[src/rtl/decoder_strobe.sv]
// Sequential SEL_W-to-2**SEL_W decoder: codes are queued in a small FIFO and
// replayed in order as registered one-hot strobes of HOLD cycles followed by GAP idle cycles.
module decoder_strobe #(
  parameter int SEL_W = 3,
  parameter int HOLD  = 4,
  parameter int GAP   = 1,
  parameter int DEPTH = 4
) (
  input  logic                  clk,
  input  logic                  reset,
  input  logic                  enable,
  input  logic                  in_valid,
  output logic                  in_ready,
  input  logic [SEL_W-1:0]      code,
  output logic [2**SEL_W-1:0]   out_onehot,
  output logic                  out_valid,
  output logic                  busy,
  output logic [1:0]            state_dbg
);

  localparam int OUT_W   = 2**SEL_W;
  localparam int CNT_MAX = (HOLD > GAP) ? HOLD : GAP;
  localparam int CNT_W   = $clog2(CNT_MAX + 1);
  localparam int PTR_W   = $clog2(DEPTH);

  localparam logic [CNT_W-1:0] HOLD_LD = CNT_W'(HOLD - 1);
  localparam logic [CNT_W-1:0] GAP_LD  = CNT_W'((GAP > 0) ? (GAP - 1) : 0);
  localparam logic [PTR_W:0]   FULL_CNT = (PTR_W+1)'(DEPTH);

  localparam logic [1:0] S_IDLE   = 2'd0;
  localparam logic [1:0] S_STROBE = 2'd1;
  localparam logic [1:0] S_GAP    = 2'd2;

  // Handshake: a code transfers on a rising edge where in_valid && in_ready;
  // the source keeps code stable while in_valid is high and in_ready is low.

  logic [SEL_W-1:0] mem [DEPTH];
  logic [PTR_W-1:0] wr_ptr;
  logic [PTR_W-1:0] rd_ptr;
  logic [PTR_W:0]   count;
  logic             full;
  logic             empty;
  logic             push;
  logic             pop;
  logic [SEL_W-1:0] head;
  logic [OUT_W-1:0] head_onehot;

  logic [1:0]       state;
  logic [1:0]       state_n;
  logic [CNT_W-1:0] cnt;
  logic [CNT_W-1:0] cnt_n;
  logic [OUT_W-1:0] onehot_q;
  logic [OUT_W-1:0] onehot_n;

  assign full        = (count == FULL_CNT);
  assign empty       = (count == '0);
  assign in_ready    = !full && enable && !reset;
  assign push        = in_valid && in_ready;
  assign head        = mem[rd_ptr];
  assign head_onehot = OUT_W'(1) << head;

  always_ff @(posedge clk) begin
    if (push) begin
      mem[wr_ptr] <= code;
    end
  end

  always_ff @(posedge clk) begin
    if (reset) begin
      wr_ptr <= '0;
      rd_ptr <= '0;
      count  <= '0;
    end else begin
      if (push) begin
        wr_ptr <= wr_ptr + PTR_W'(1);
      end
      if (pop) begin
        rd_ptr <= rd_ptr + PTR_W'(1);
      end
      case ({push, pop})
        2'b10:   count <= count + (PTR_W+1)'(1);
        2'b01:   count <= count - (PTR_W+1)'(1);
        default: count <= count;
      endcase
    end
  end

  // With enable low nothing advances, so the remaining hold/gap count resumes later.
  always_comb begin
    pop      = 1'b0;
    state_n  = state;
    cnt_n    = cnt;
    onehot_n = onehot_q;
    if (enable) begin
      case (state)
        S_IDLE: begin
          if (!empty) begin
            pop      = 1'b1;
            onehot_n = head_onehot;
            cnt_n    = HOLD_LD;
            state_n  = S_STROBE;
          end
        end
        S_STROBE: begin
          if (cnt != '0) begin
            cnt_n = cnt - CNT_W'(1);
          end else if (GAP > 0) begin
            onehot_n = '0;
            cnt_n    = GAP_LD;
            state_n  = S_GAP;
          end else if (!empty) begin
            pop      = 1'b1;
            onehot_n = head_onehot;
            cnt_n    = HOLD_LD;
          end else begin
            onehot_n = '0;
            state_n  = S_IDLE;
          end
        end
        S_GAP: begin
          if (cnt != '0) begin
            cnt_n = cnt - CNT_W'(1);
          end else if (!empty) begin
            pop      = 1'b1;
            onehot_n = head_onehot;
            cnt_n    = HOLD_LD;
            state_n  = S_STROBE;
          end else begin
            state_n = S_IDLE;
          end
        end
        default: begin
          onehot_n = '0;
          cnt_n    = '0;
          state_n  = S_IDLE;
        end
      endcase
    end
  end

  always_ff @(posedge clk) begin
    if (reset) begin
      state    <= S_IDLE;
      cnt      <= '0;
      onehot_q <= '0;
    end else begin
      state    <= state_n;
      cnt      <= cnt_n;
      onehot_q <= onehot_n;
    end
  end

  assign out_onehot = enable ? onehot_q : '0;
  assign out_valid  = |out_onehot;
  assign busy       = (state != S_IDLE) || !empty;
  assign state_dbg  = state;

endmodule

[config.mk]
export PLATFORM = sky130hd
export DESIGN_NAME = decoder_strobe
export DESIGN_NICKNAME = d
export VERILOG_FILES = /design/src/rtl/decoder_strobe.sv
export SDC_FILE = /design/constraint.sdc
export NUM_CORES = 1
export LEC_CHECK = 0
export CAP_MARGIN = 20
export CORE_ASPECT_RATIO = 1.5
export CORE_MARGIN = 10
export CORE_UTILIZATION = 57
export CTS_BUF_LIST = sky130_fd_sc_hd__clkbuf_8
export DETAILED_ROUTE_END_ITERATION = 8
export PLACE_DENSITY = 0.81
export SLEW_MARGIN = 20
export SYNTH_ARGS = -nofsm -noshare
export SYNTH_HDL_FRONTEND = slang
export SYNTH_SLANG_ARGS = --single-unit
[constraint.sdc]
create_clock -name clk -period 3 [get_ports clk]
set_input_delay 0.6 -clock clk [delete_from_list [all_inputs] [get_ports clk]]
set_output_delay 0.6 -clock clk [all_outputs]
set_load 0.03 [all_outputs]
==> out/metrics.csv, run 1 <==
metric,value,unit
fin_util,72.9,%
grt_start_max_net_pins,22,
overflow,0,
cts_buffer_depth,2,
cts_tree,done,
fin_crit,2700,ps
numPortBuffers,19,
viasPerCell,5.51,
drt_pass1_iterations,4,
cts.repair.resized,0,
total_leakage_power,0.742,nW
vdd_ir_drop_max,486,uV
cts_buffers,5,
async_flop_share,0,%
syn-mean-instance-area,10.6,um^2
setup_viol,0,
track_usage,12.3,%
synthesis.instances,156,
wl_per_cell,14.5,um
drc,0,
die_x,64,um
critPathRequiredTime,2400,ps
synth.top_cells.by_area,"dfxtp_1, edfxtp_1, ha_1",
grt_pass1_vias,1232,
place_hpwl,2.43,mm
ys_seq_elements,34,
fmax,370,MHz
drv_cap,0,
clock_sinks,34,
cts_max_level,2,
root_buffer,clkbuf_8,
area_growth_syn_to_layout,20.4,%
hold_viol,0,
clk_latency,290,ps
ant_nets,0,
finalCritPeriodShare,90.0,%
cp_data_arrival_time,2100,ps
yosys-top-cells-count,"dfxtp_1, nor2_1, edfxtp_1, and2_1, nand2_1",
diodes,0,
crit_slowest_cell,clkdlybuf4s50_1,
hold_buffers,0,
status,completed,
post_cts_buffers,0,
grt_pass1_wl,5.49,mm
clkSlewWorstSetupHoldPaths,70,ps
start_util,60.5,%
num_vias,1213,
die-area,0.00550,mm^2
synth_top_cell_area_share,26.6,%
cp-end-kind,primary output,
worstMarginPinSlew,522,ps
slew_viol_final,0,
cp_max_fo,10,
yosysSeqAreaShare,48.4,%
path_class,primary input to primary output,
ys_types,39,
relSlewSlack,65.2,%
rows,23,
clock_skew,5.81,ps
synth_flop_cell,dfxtp_1,
rsz0062_at_grt,false,
routed_wl,3.18,mm
path_cells,clkdlybuf4s50_1 -> and2_1 -> clkdlybuf4s50_1,
synthesis.area,0.00166,mm^2
power_density,689,mW/mm^2
cpPeakStageDelay,680,ps
post-synth-top-count-cell,dfxtp_1,
nNetsFinal,197,
antenna_found_initial,0,
crit_top_cell,clkdlybuf4s50_1,
core_area,0.00273,mm^2
hold_ws,511,ps
synth_warnings,0,
synth_edf_count,12,
drt_iter0_drc,50,
die_h,86,um
gp_congestion,0.880,
io_pins,20,
yosysTopAreaCell,dfxtp_1,
final.setup.tns,0,ps
synthesis.nets,171,
start_kind,primary input,
drive_gt1_share,14.2,%
hold_path.class,flip-flop to flip-flop,
## layout make-up
type / count / area [um^2]
Inverter: 9 / 33.8
Clock inverter: 3 / 16.3
Multi-Input combinational cell: 108 / 800
Fill cell: 210 / 741
Tap cell: 37 / 46.3
Timing Repair Buffer: 24 / 228
Sequential cell: 34 / 801
Clock buffer: 5 / 68.8
## power by group
group / leakage (nW) / switching [mW] / total (mW) / internal [mW]
Sequential: 0.287 / 0.0546 / 0.575 / 0.520
Clock: 0.0416 / 0.164 / 0.323 / 0.159
Combinational: 0.414 / 0.264 / 0.476 / 0.213
## kinds of logic (layout without fill, tap and decap cells)
family / count (synthesis) / in the layout / share of synthesized area (%)
compound gates: 32 / 32 / 15.7
fa+ha+maj: 8 / 8 / 6.50
xor+xnor: 5 / 5 / 2.65
mux: 3 / 3 / 4.08
buf+inv: 14 / 41 / 3.33
flops: 34 / 34 / 48.4
simple gates: 60 / 60 / 19.4
## path summary, 6_finish.rpt
| check | startpoint | endpoint | slack, ps | cells after the start |
|---|---|---|---|---|
| setup reg to reg | cnt[0] | count[2] | 470 | 10 |
| hold / removal | onehot_q[7] | onehot_q[7] | 510 | 2 |
| setup / recovery | enable | out_onehot[4] | 300 | 3 |
| hold reg to reg | onehot_q[7] | onehot_q[7] | 510 | 2 |
## metrics by stage
step           cells  instance area, um^2  worst slack (ps)  power (mW)
3_3_place_gp     212                 1910               109        1.05
4_1_cts          220                 1990               107        1.39
5_1_grt          220                 1990               205        1.46
3_5_place_dp     212                 1910              48.5        1.06
6_report         220                 1990               300        1.37
2_1_floorplan    156                 1660               433       0.932
## metal layers
metal	part of all wire, %	routed length [um]	GRT usage [%]	vias up
met5	0	0	0	-
met4	1.9	60	5.99	0
met3	5.9	187	5.47	8
met2	52	1660	21.3	26
met1	40	1280	12.2	572
li1	-	-	-	607
## critical path, delay by kind of cell
kind / cells / cell delay (ps)
buf+inv: 2 / 1290
simple gates: 1 / 200
## cells in the final DEF (no fill, tap or decap), types with 2 or more instances in the layout
cell type,count
inv_1,8
a22oi_1,7
clkdlybuf4s50_1,17
clkbuf_8,5
o31ai_1,2
nor4_1,3
xnor2_1,2
xor2_1,3
and3_1,4
nor2b_1,4
mux4_2,3
ha_1,7
buf_4,6
nor2_1,21
a21oi_1,7
a211oi_1,2
o21ai_0,6
dfxtp_1,22
edfxtp_1,12
and2_1,10
nand2_1,9
## sequential cells by signal, indices dropped and copies added (netlist names), named ones only
register,count
wr_ptr,2
mem,12
count,3
rd_ptr,2
state_dbg,2
cnt,3
onehot_q,8
(Power assumes the default switching activity.)
==> run 2, diff against run 1 <==
==> constraint.sdc (replaced) <==
create_clock -name clk -period 3 [get_ports clk]
set_input_delay 0.3 -clock clk [delete_from_list [all_inputs] [get_ports clk]]
set_output_delay 0.3 -clock clk [all_outputs]
set_load 0.03 [all_outputs]
==> out/metrics.csv, run 2 (synthesized netlist as in run 1, its figures left out) <==
metric,value,unit,change
status,completed,,
clock_sinks,34,,unchanged
overflow,0,,unchanged
hold_path.class,flip-flop to flip-flop,,
fin_crit,2560,ps,-142 ps
mostFrequentLayoutCell,dfxtp_1,,
cts_max_level,2,,unchanged
cp_data_arrival_time,2770,ps,+670 ps
core_area,0.00273,mm^2,unchanged
place_ws,361,ps,+313 ps
die-area,0.00550,mm^2,unchanged
cpPeakStageDelay,380,ps,-300 ps
path_cells,inv_1 -> ha_1 -> nand2b_4 -> a2111oi_4 -> ha_1 -> inv_1 -> fa_1 -> xor2_1 -> or3_1 -> a21oi_1,,
vdd_ir_drop_max,451,uV,-7.3%
total_leakage_power,0.739,nW,-0.44%
gp_congestion,0.865,,-1.7%
path_class,flip-flop to flip-flop,,
finalWorstSetupSlack,442,ps,+142 ps
cp-end-kind,flip-flop,,
slew_viol_final,0,,unchanged
drive_gt1_share,13.3,%,-0.95 points
antenna_found_initial,0,,unchanged
fin_util,74.3,%,+1.4 points
dp_cells,210,,-0.94%
grt_pass1_vias,1253,,+1.7%
regMostFlops,mem,,
die_x,64,um,unchanged
num_vias,1237,,+2.0%
drv_cap,0,,unchanged
area_growth_syn_to_layout,22.7,%,
ant_nets,0,,unchanged
layout_common_cells,"dfxtp_1, nor2_1, clkdlybuf4s50_1",,
setup_viol,0,,unchanged
grt_start_max_net_pins,22,,unchanged
hold_ws,509,ps,-2.43 ps
diodes,0,,unchanged
io_pins,20,,unchanged
post_cts_buffers,0,,unchanged
nNetsFinal,195,,-1.0%
finalCritPeriodShare,85.3,%,-4.7 points
rsz0062_at_grt,false,,
worstMarginPinSlew,514,ps,-7.45 ps
power_density,769,mW/mm^2,+12%
die_h,86,um,unchanged
clock_skew,4.78,ps,-1.02 ps
rows,23,,unchanged
place_area,0.00189,mm^2,-0.66%
grt_pass1_wl,5.46,mm,-0.51%
clk_latency,280,ps,about the same
root_buffer,clkbuf_8,,
viasPerCell,5.67,,+2.9%
critPathRequiredTime,3210,ps,+810 ps
cts_tree,done,,
start_kind,flip-flop,,
cts_buffers,5,,unchanged
numPortBuffers,19,,unchanged
largest_reg_flops,12,,unchanged
reg_top3,"mem (12), onehot_q (8)",,
cts_buffer_depth,2,,unchanged
track_usage,12.3,%,+0.013 points
fillers,179,,-15%
hold_buffers,0,,unchanged
totalPowerFinal,1.56,mW,+14%
drc,0,,unchanged
routed_wl,3.30,mm,+3.8%
place_hpwl,2.46,mm,+0.93%
hold_viol,0,,unchanged
final.setup.tns,0,ps,unchanged
fmax,391,MHz,+5.6%
wl_per_cell,15.1,um,+4.7%
relSlewSlack,65.7,%,+0.50 points
drt_pass1_iterations,4,,unchanged
clkSlewWorstSetupHoldPaths,70,ps,about the same
cts.repair.resized,0,,unchanged
finish.cell_count_without_fillers,218,,-0.91%
crit_slowest_cell,a2111oi_4,,
cp_max_fo,5,,-5
final_area,0.00203,mm^2,+1.9%
start_util,60.5,%,unchanged
drt_iter0_drc,43,,-14%
-- run 2: final timing paths --
path         cells past startpoint  slack, ps     endpoint   startpoint
max                             10        440     count[2]       cnt[0]
min                              2        510  onehot_q[7]  onehot_q[7]
max reg2reg                     10        440     count[2]       cnt[0]
min reg2reg                      2        510  onehot_q[7]  onehot_q[7]
-- run 2: area by class of cell --
class	count	area, um^2	area share, %
Tap cell	37	46.3	2.28
Timing Repair Buffer	22	213	10.5
Clock buffer	5	68.8	3.39
Clock inverter	3	68.8	3.39
Inverter	9	33.8	1.66
Sequential cell	34	801	39.4
Multi-Input combinational cell	108	800	39.4
-- run 2: layer usage --
| metal | part of all wire (%) | global-route usage (%) | up-vias | wire length (um) |
|---|---|---|---|---|
| met5 | 0 | 0 | - | 0 |
| met4 | 2.9 | 7.58 | 0 | 95 |
| met3 | 7.2 | 4.69 | 11 | 239 |
| met2 | 52 | 22.7 | 46 | 1720 |
| met1 | 38 | 10.8 | 578 | 1250 |
| li1 | - | - | 602 | - |
-- run 2: worst max-delay path, delay by kind of cell, from the launching register on --
| kind | cells | cell delay [ps] |
|---|---|---|
| adders and majority gates | 3 | 870 |
| AOI/OAI and AO/OA | 2 | 530 |
| and+or+nand+nor | 2 | 410 |
| DFF | 1 | 350 |
| buffers and inverters | 2 | 170 |
| xor gates and xnor gates | 1 | 160 |
-- run 2: power breakdown --
| part | total [mW] | switching, mW | internal, mW |
|---|---|---|---|
| sequential | 0.577 | 0.0569 | 0.520 |
| clock | 0.502 | 0.169 | 0.333 |
| combinational | 0.483 | 0.272 | 0.211 |
==> run 3, diff against run 2 <==
--- a/config.mk
+++ b/config.mk
@@ -8,10 +8,9 @@
 export CAP_MARGIN = 20
 export CORE_ASPECT_RATIO = 1.5
 export CORE_MARGIN = 10
-export CORE_UTILIZATION = 57
-export CTS_BUF_LIST = sky130_fd_sc_hd__clkbuf_8
+export CORE_UTILIZATION = 54
 export DETAILED_ROUTE_END_ITERATION = 8
-export PLACE_DENSITY = 0.81
+export PLACE_DENSITY = 0.78
 export SLEW_MARGIN = 20
 export SYNTH_ARGS = -nofsm -noshare
 export SYNTH_HDL_FRONTEND = slang
==> out/metrics.csv, run 3 (synthesized netlist as in run 1, its figures left out) <==
metric,value,unit,change
status,completed,,
critPathRequiredTime,3220,ps,about the same
total_leakage_power,0.718,nW,-2.9%
cts_buffer_depth,2,,unchanged
path_delay_family,adder cells,,
hold_buffers,0,,unchanged
overflow,0,,unchanged
crit_slowest_cell,a2111oi_4,,
wl_per_cell,14.4,um,-5.2%
die_h,87.8,um,+2.1%
hold_path.startpoint,onehot_q[7],,
cp_data_arrival_time,2780,ps,about the same
start_kind,flip-flop,,
worstMarginPinSlew,517,ps,+2.53 ps
routed_wl,3.17,mm,-3.9%
reg_top3,"mem (12), onehot_q (8)",,
num_vias,1197,,-3.2%
start_util,56.3,%,-4.3 points
setup_viol,0,,unchanged
die-area,0.00573,mm^2,+4.0%
multi_input_area,800,um^2,unchanged
path_class,flip-flop to flip-flop,,
post_cts_buffers,0,,unchanged
regMostFlops,mem,,
drt_pass1_iterations,4,,unchanged
cpPeakStageDelay,400,ps,+20 ps
rsz0062_at_grt,false,,
fillers,257,,+44%
grt_pass1_vias,1264,,+0.88%
clockPowerShare,23.6,%,-8.5 points
area_growth_syn_to_layout,20.1,%,
cts.repair.resized,0,,unchanged
core_area,0.00294,mm^2,+7.6%
nNetsFinal,196,,+0.51%
regArea,801,um^2,unchanged
clkSlewWorstSetupHoldPaths,70,ps,about the same
fin_util,67.6,%,-6.7 points
numPortBuffers,19,,unchanged
r2r-start,cnt[0],,
path_cells,inv_1 -> ha_1 -> nand2b_4 -> a2111oi_4 -> ha_1 -> inv_1 -> fa_1 -> xor2_1 -> or3_1 -> a21oi_1,,
finalCritPeriodShare,85.3,%,about the same
totalPowerFinal,1.38,mW,-12%
largest_reg_flops,12,,unchanged
dp_cells,213,,+1.4%
grt_pass1_wl,5.56,mm,+1.9%
hold_path.class,flip-flop to flip-flop,,
root_buffer,clkbuf_8,,
rows,24,,+4.3%
cp_max_fo,5,,unchanged
swShare,35.3,%,+3.4 points
grt_start_max_net_pins,22,,unchanged
power_density,693,mW/mm^2,-9.9%
gp_congestion,0.788,,-8.9%
antenna_found_initial,0,,unchanged
drt_iter0_drc,75,,+74%
fin_crit,2560,ps,+0.460 ps
clock_skew,5.38,ps,+0.598 ps
place_hpwl,2.42,mm,-1.4%
switching_power,0.486,mW,-2.5%
cp-end-kind,flip-flop,,
clk_latency,290,ps,about the same
mostFrequentLayoutCell,dfxtp_1,,
hold_viol,0,,unchanged
startpoint,cnt[0],,
cts_tree,done,,
cts_buffers,5,,unchanged
cts_max_level,2,,unchanged
ant_nets,0,,unchanged
relSlewSlack,65.5,%,-0.17 points
vdd_ir_drop_max,439,uV,-2.6%
io_pins,20,,unchanged
layout_common_cells,"dfxtp_1, nor2_1, clkdlybuf4s50_1",,
track_usage,12.2,%,-0.085 points
cp_num_buf_inv,2,,unchanged
drc,0,,unchanged
slew_viol_final,0,,unchanged
p_comb_share,34.7,%,+3.8 points
final.setup.tns,0,ps,unchanged
drv_cap,0,,unchanged
finish.cell_count_without_fillers,221,,+1.4%
p_int,0.892,mW,-16%
drive_gt1_share,13.2,%,-0.073 points
viasPerCell,5.42,,-4.5%
die_x,65.2,um,+1.9%
pwr-share-seq,41.7,%,+4.8 points
clock_sinks,34,,unchanged
diodes,0,,unchanged
fmax,391,MHz,about the same
-- run 3: changes by cell type in the layout (fill, tap and decap cells not counted) --
cell        previous run  this run
clkinv_2               0         1
clkinvlp_4             0         1
buf_4                  3         4
bufinv_16              2         0
clkinv_4               1         0
clkinv_1               0         1
-- run 3: final cells by class --
type,count,area share [%]
Timing Repair Buffer,23,11.1
Multi-Input combinational cell,108,40.2
Sequential cell,34,40.3
Clock buffer,5,3.46
Clock inverter,3,0.818
Tap cell,39,2.45
Inverter,9,1.70
-- run 3: stage by stage --
step | hold WS (ps) | area (um^2) | setup slack (ps)
after floorplan | 378 | 1660 | 531
after global placement | 481 | 1900 | 532
after detailed placement | 495 | 1900 | 453
after CTS | 512 | 1990 | 442
after global routing | 541 | 1990 | 298
final | 507 | 1990 | 442
-- run 3: final timing paths --
path                 end  cells past startpoint  slack [ps]
max             count[2]                     10         440
min reg2reg  onehot_q[7]                      2         510
max reg2reg     count[2]                     10         440
min          onehot_q[7]                      2         510
-- run 3: worst register-to-register path: stages, from the launching register on --
cell and delay [ps]:
dfxtp_1 340, inv_1 110, ha_1 250, nand2b_4 100, a2111oi_4 400, ha_1 250, inv_1 60, fa_1 380
xor2_1 160, or3_1 300, a21oi_1 140
-- run 3: power by group through the flow --
stage          sequential (mW)  clock, mW  combinational, mW
2_1_floorplan            0.574          0              0.358
3_3_place_gp             0.582          0              0.462
3_5_place_dp             0.584          0              0.481
4_1_cts                  0.574      0.335              0.484
5_1_grt                  0.583      0.359              0.532
6_report                 0.575      0.325              0.478
-- run 3: per-layer routing --
metal	vias to the layer above	share of wire [%]	GRT usage, %
met5	-	0	0
met4	0	1.5	4.88
met3	5	5.0	5.50
met2	22	55	22.3
met1	571	39	11.6
li1	599	-	-
==> RTL edit 1 (flow settings as in run 1) <==
`HOLD`: 4 -> 8.
--- a/src/rtl/decoder_strobe.sv
+++ b/src/rtl/decoder_strobe.sv
@@ -3,5 +3,5 @@
 module decoder_strobe #(
   parameter int SEL_W = 3,
-  parameter int HOLD  = 4,
+  parameter int HOLD  = 8,
   parameter int GAP   = 1,
   parameter int DEPTH = 4
Behaviour: not the same (a bounded check fails within 10 cycles, from zero or initial values and one cycle with reset high).
==> RTL edit 1 against run 1 <==
Setup slack improved by 0.019 ns. Global-route usage rose by 1.5 points. Critical path depth rose by 7. Via count rose by 8.8%. Routed wire length rose by 13%. Sequential power rose by 8.3%. Register-to-register slack got worse by 0.13 ns. Maximum frequency rose by 0.70%. Count of clock-buffer cells in the layout did not move. Final area rose by 3.5%. Power rose by 14%. Synthesized area rose by 5.4%. Sequential cell count rose by 1.
==> RTL edit 1: results (changes against run 1) <==
DR pass1 iterations 4 (unchanged); total placed cells including tap cells 222 (+4.7%); CP Capture Point count[2]; via count normalized by instance count 5.74 (+4.1%); global placer's final weighted congestion 0.805 (-8.5%); Hold Crit Start onehot_q[4]; post-placement cell area 0.00197 mm2 (+3.2%); result of the run complete, no violations; Leak 0.748 nW (+0.70%); Regs by FF count mem: 12 flops, onehot_q: 8 flops, cnt: 4 flops; count of inserted antenna diode cells 0 (unchanged); maximum clock skew at final layout 0.00529 ns (-0.000510 ns); Max Fanout on Critical Path 16 (+6); share of layout cells above drive strength 1 0.168 (+0.0255); Setup Buffers After CTS 0 (unchanged); Total Power Consumption 1.57 mW (+14%); part of the Yosys area used for sequential elements 0.470 (-0.0135); worst hold margin 0.502 ns (-0.00968 ns); count of distinct cell types in the synthesized netlist 44 (+13%); Period minus WS final 2.68 ns (-0.0187 ns); dpl ws 0.0330 ns (-0.0155 ns); data arrival time of the critical path 2.91 ns (+0.81 ns); Sw Ratio 0.385 (+0.0339); wire length reported by the detailed router 3.61 mm (+13%); wire length of the first global-routing pass 6.33 mm (+15%); highest ir drop seen on vdd 0.467 mV (-3.9%); Sequential Power Share 0.396 (-0.022); average footprint of a synthesized cell 10.5 um2 (-0.91%); ranking of synthesized cells by instance count 23 x dfxtp_1, 19 x nor2_1, 13 x and2_1; non-filler cells, final 230 (+4.5%); launch point of the worst reg-to-reg path cnt[0]; GRT Overall Usage 0.138 (+0.0148); syn_nets 181 (+5.8%); via count of the first global-routing pass 1344 (+9.1%); Nets 205 (+4.1%); Worst Max-Slew Pin Slew 0.689 ns (+0.167 ns); maximum number of pins on one net before global-route repair 23 (+4.5%); worst hold path endpoint onehot_q[4]; fraction of power consumed by the clock network 0.222 (-0.013); register-to-register path setup slack 0.34 ns (-0.13 ns); Layout fillers 238 (+13%); final HPWL from detailed placement 2.75 mm (+13%); sequential cell area 821 um2 (+2.5%); Detailed Route Iter0 Violations 53 (+6.0%)
==> RTL edit 1: changes by cell type after synthesis, sizes merged, moves of 2 or more <==
| cell | run 1 | this run |
|---|---|---|
| nand2 | 9 | 3 |
| and3 | 4 | 0 |
| a21oi | 7 | 10 |
| inv | 9 | 12 |
| nor2 | 22 | 19 |
| nor3 | 2 | 5 |
| o21ai | 6 | 9 |
| a211oi | 2 | 4 |
| clkbuf | 3 | 5 |
| nor2b | 4 | 2 |
| or3 | 1 | 3 |
==> RTL edit 1: logic make-up after synthesis <==
kind of cell             count (synthesis)  synth area share
flip-flops                              35             0.470
XOR/XNOR                                 5            0.0251
multiplexers                             3            0.0430
AO/OA/AOI/OAI                           41             0.187
AND/OR/NAND/NOR                         54             0.164
adder cells (fa/ha/maj)                  8            0.0616
buffers and inverters                   20            0.0487
==> RTL edit 1: critical path, cell delays in order <==
cell	delay (ns)
clkdlybuf4s50_1	0.45
buf_4	0.19
o31ai_4	0.12
a211oi_4	0.25
ha_1	0.22
inv_1	0.06
fa_1	0.38
xor2_1	0.17
or3_1	0.31
a21oi_1	0.14
==> RTL edit 1: layer usage <==
layer / vias up / part of all wire / GRT usage
li1: 644 / - / -
met1: 642 / 0.39 / 0.135
met2: 26 / 0.55 / 0.257
met3: 8 / 0.044 / 0.0473
met4: 0 / 0.016 / 0.0508
met5: - / 0 / 0
==> RTL edit 1: layout make-up <==
cell class              count  area share
clock buffers               5      0.0334
clock inverters             3      0.0115
inverters                  12      0.0218
multi-input cells         111       0.407
flip-flops and latches     35       0.398
well taps                  39      0.0237
repair buffers             25       0.104
==> RTL edit 2 (config.mk and constraints of run 1) <==
Without the edit above. Reset style: asynchronous (`reset`), changed in 2 clocked blocks.
--- a/src/rtl/decoder_strobe.sv
+++ b/src/rtl/decoder_strobe.sv
@@ -66,5 +66,5 @@
   end
 
-  always_ff @(posedge clk) begin
+  always_ff @(posedge clk or posedge reset) begin
     if (reset) begin
       wr_ptr <= '0;
@@ -139,5 +139,5 @@
   end
 
-  always_ff @(posedge clk) begin
+  always_ff @(posedge clk or posedge reset) begin
     if (reset) begin
       state    <= S_IDLE;
Function: differs if reset is asserted again (counterexample within 4 cycles, from zero or initial values and one cycle with reset high); with reset held inactive, the same outputs for 10 cycles.
==> RTL edit 2 against run 1 <==
Non-clock buffer count decreased by 2. Sequential cell count decreased by 2. Final area increased by 0.38%. Power increased by 42%. Synthesized area increased by 0.45%. Routed wire length increased by 2.8%. Setup slack improved by 0.0049 ns. Largest cell class unchanged. Largest power group is now combinational cells.
==> RTL edit 2: results (changes against run 1) <==
result of the run complete, no violations; clock latency at the later pin of the worst-skew pair 0.29 ns (about the same); Max Fanout on Critical Path 10 (unchanged); H-tree depth 2 (unchanged); Leak 0.869 nW (+17%); Reg2Reg Capture Point count[2]; wire length of the first global-routing pass 5.45 mm (-0.62%); syn_nets 153 (-11%); via count 1106 (-8.8%); global placer's final weighted congestion 0.816 (-7.2%); part of the Yosys area used for sequential elements 0.518 (+0.0339); Crit-path slowest cell clkdlybuf4s50_1; share of layout cells above drive strength 1 0.130 (-0.0124); maximum clock skew at final layout 0.00830 ns (+0.00249 ns); highest ir drop seen on vdd 0.691 mV (+42%); final HPWL from detailed placement 2.53 mm (+4.0%); register-to-register path setup slack 0.38 ns (-0.09 ns); Hold Crit Start onehot_q[5]; launch point of the worst reg-to-reg path cnt[0]; leading cell types by total area after synthesis dfrtp_1 30%, edfxtp_1 22%, ha_1 6.0%; Detailed Route Iter0 Violations 32 (-36%); Regs by FF count mem: 12 flops, onehot_q: 8 flops; maximum number of pins on one net before global-route repair 21 (-4.5%); count of distinct cell types in the synthesized netlist 37 (-5.1%); Synth Warn # 0 (unchanged); antenna violations before repair 0 (unchanged); wire length reported by the detailed router 3.27 mm (+2.8%); dpl ws 0.0634 ns (+0.0149 ns); Worst Max-Slew Pin Slew 0.775 ns (+0.253 ns); worst hold-check path type flip-flop to flip-flop; die span in x 64.1 um (+0.16%); Clock Path Buffers 2 (unchanged); Nets 177 (-10%); worst hold path endpoint onehot_q[5]; via count of the first global-routing pass 1160 (-5.8%); DR pass1 iterations 3 (-1); master cell of the clock root buffer clkbuf_8; total of hold buffers inserted after clock tree synthesis 0 (unchanged); worst reg-to-reg path cell count 11 (+1); Setup Buffers After CTS 0 (unchanged); Layout fillers 204 (-2.9%); number of enable-type register cells in the synthesized netlist 12 (unchanged); post-cts repair resize count 0 (unchanged); GRT Overall Usage 0.127 (+0.00408); data arrival time of the critical path 2.10 ns (about the same); number of flip-flops in the largest register 12 (unchanged); Worst-path clk slew 0.07 ns (about the same); ranking of synthesized cells by instance count 20 x dfrtp_1, 15 x inv_1, 12 x edfxtp_1; number of buffers added by the clock tree synthesis step 5 (unchanged); count of inserted antenna diode cells 0 (unchanged); critical path's largest stage delay a little under 0.7 ns; hold depth 1 (-1); ys async rst share 0.625 (+0.625); quantity of I/O buffers inserted on ports 19 (unchanged)
## RTL edit 2: worst max path at each step
stage	from	endpoint	slack, ns	depth (start not counted)
global route	cnt[0]	count[2]	0.16	11
floorplan	cnt[0]	count[2]	0.57	12
finish	enable	out_onehot[4]	0.30	3
global placement	enable	out_valid	0.12	5
CTS	enable	out_valid	0.06	5
detailed placement	enable	out_valid	0.06	5
## RTL edit 2: logic make-up (layout without fill, tap and decap cells)
kind of cell               count (synthesis)  count (layout)  share of synthesized area
and+or+nand+nor                           38              38                      0.137
DFF                                       32              32                      0.518
AOI/OAI and AO/OA                         24              24                      0.123
buffers and inverters                     21              46                     0.0534
adders and majority gates                  9               9                     0.0722
xor gates and xnor gates                   7               7                     0.0369
muxes                                      6               6                     0.0594
## RTL edit 2: worst max-delay path: cells and delay by family
kind / cells / cell delay [ns]
and+or+nand+nor: 1 / 0.19
buffers and inverters: 2 / 1.30
## RTL edit 2: cell type report
type	instances	share of cell area
inverter	16	0.0300
tap	37	0.0231
timing repair buffer	22	0.106
sequential	32	0.430
clock buffer	5	0.0344
clock inverter	3	0.0194
multi-input combinational	84	0.356
## RTL edit 2: where the power goes
part	leakage [nW]	switching, mW	internal, mW	total (mW)
sequential	0.361	0.134	0.579	0.713
clock	0.0593	0.154	0.243	0.397
combinational	0.449	0.465	0.375	0.839
## RTL edit 2: routing by layer
layer / wire (um) / global-route usage / vias up / part of all wire
li1: - / - / 536 / -
met1: 1220 / 0.121 / 540 / 0.37
met2: 1790 / 0.223 / 22 / 0.55
met3: 199 / 0.0547 / 8 / 0.061
met4: 68 / 0.0723 / 0 / 0.021
met5: 0 / 0 / - / 0
## RTL edit 2: through the flow
stage	utilization	instance area, um2	instances	hold slack, ns
floorplan	-	1660	137	0.448
global placement	0.692	1890	191	0.467
detailed placement	0.692	1890	191	0.466
finish	0.732	2000	199	0.484
CTS	0.731	2000	199	0.487
global route	0.732	2000	199	0.517
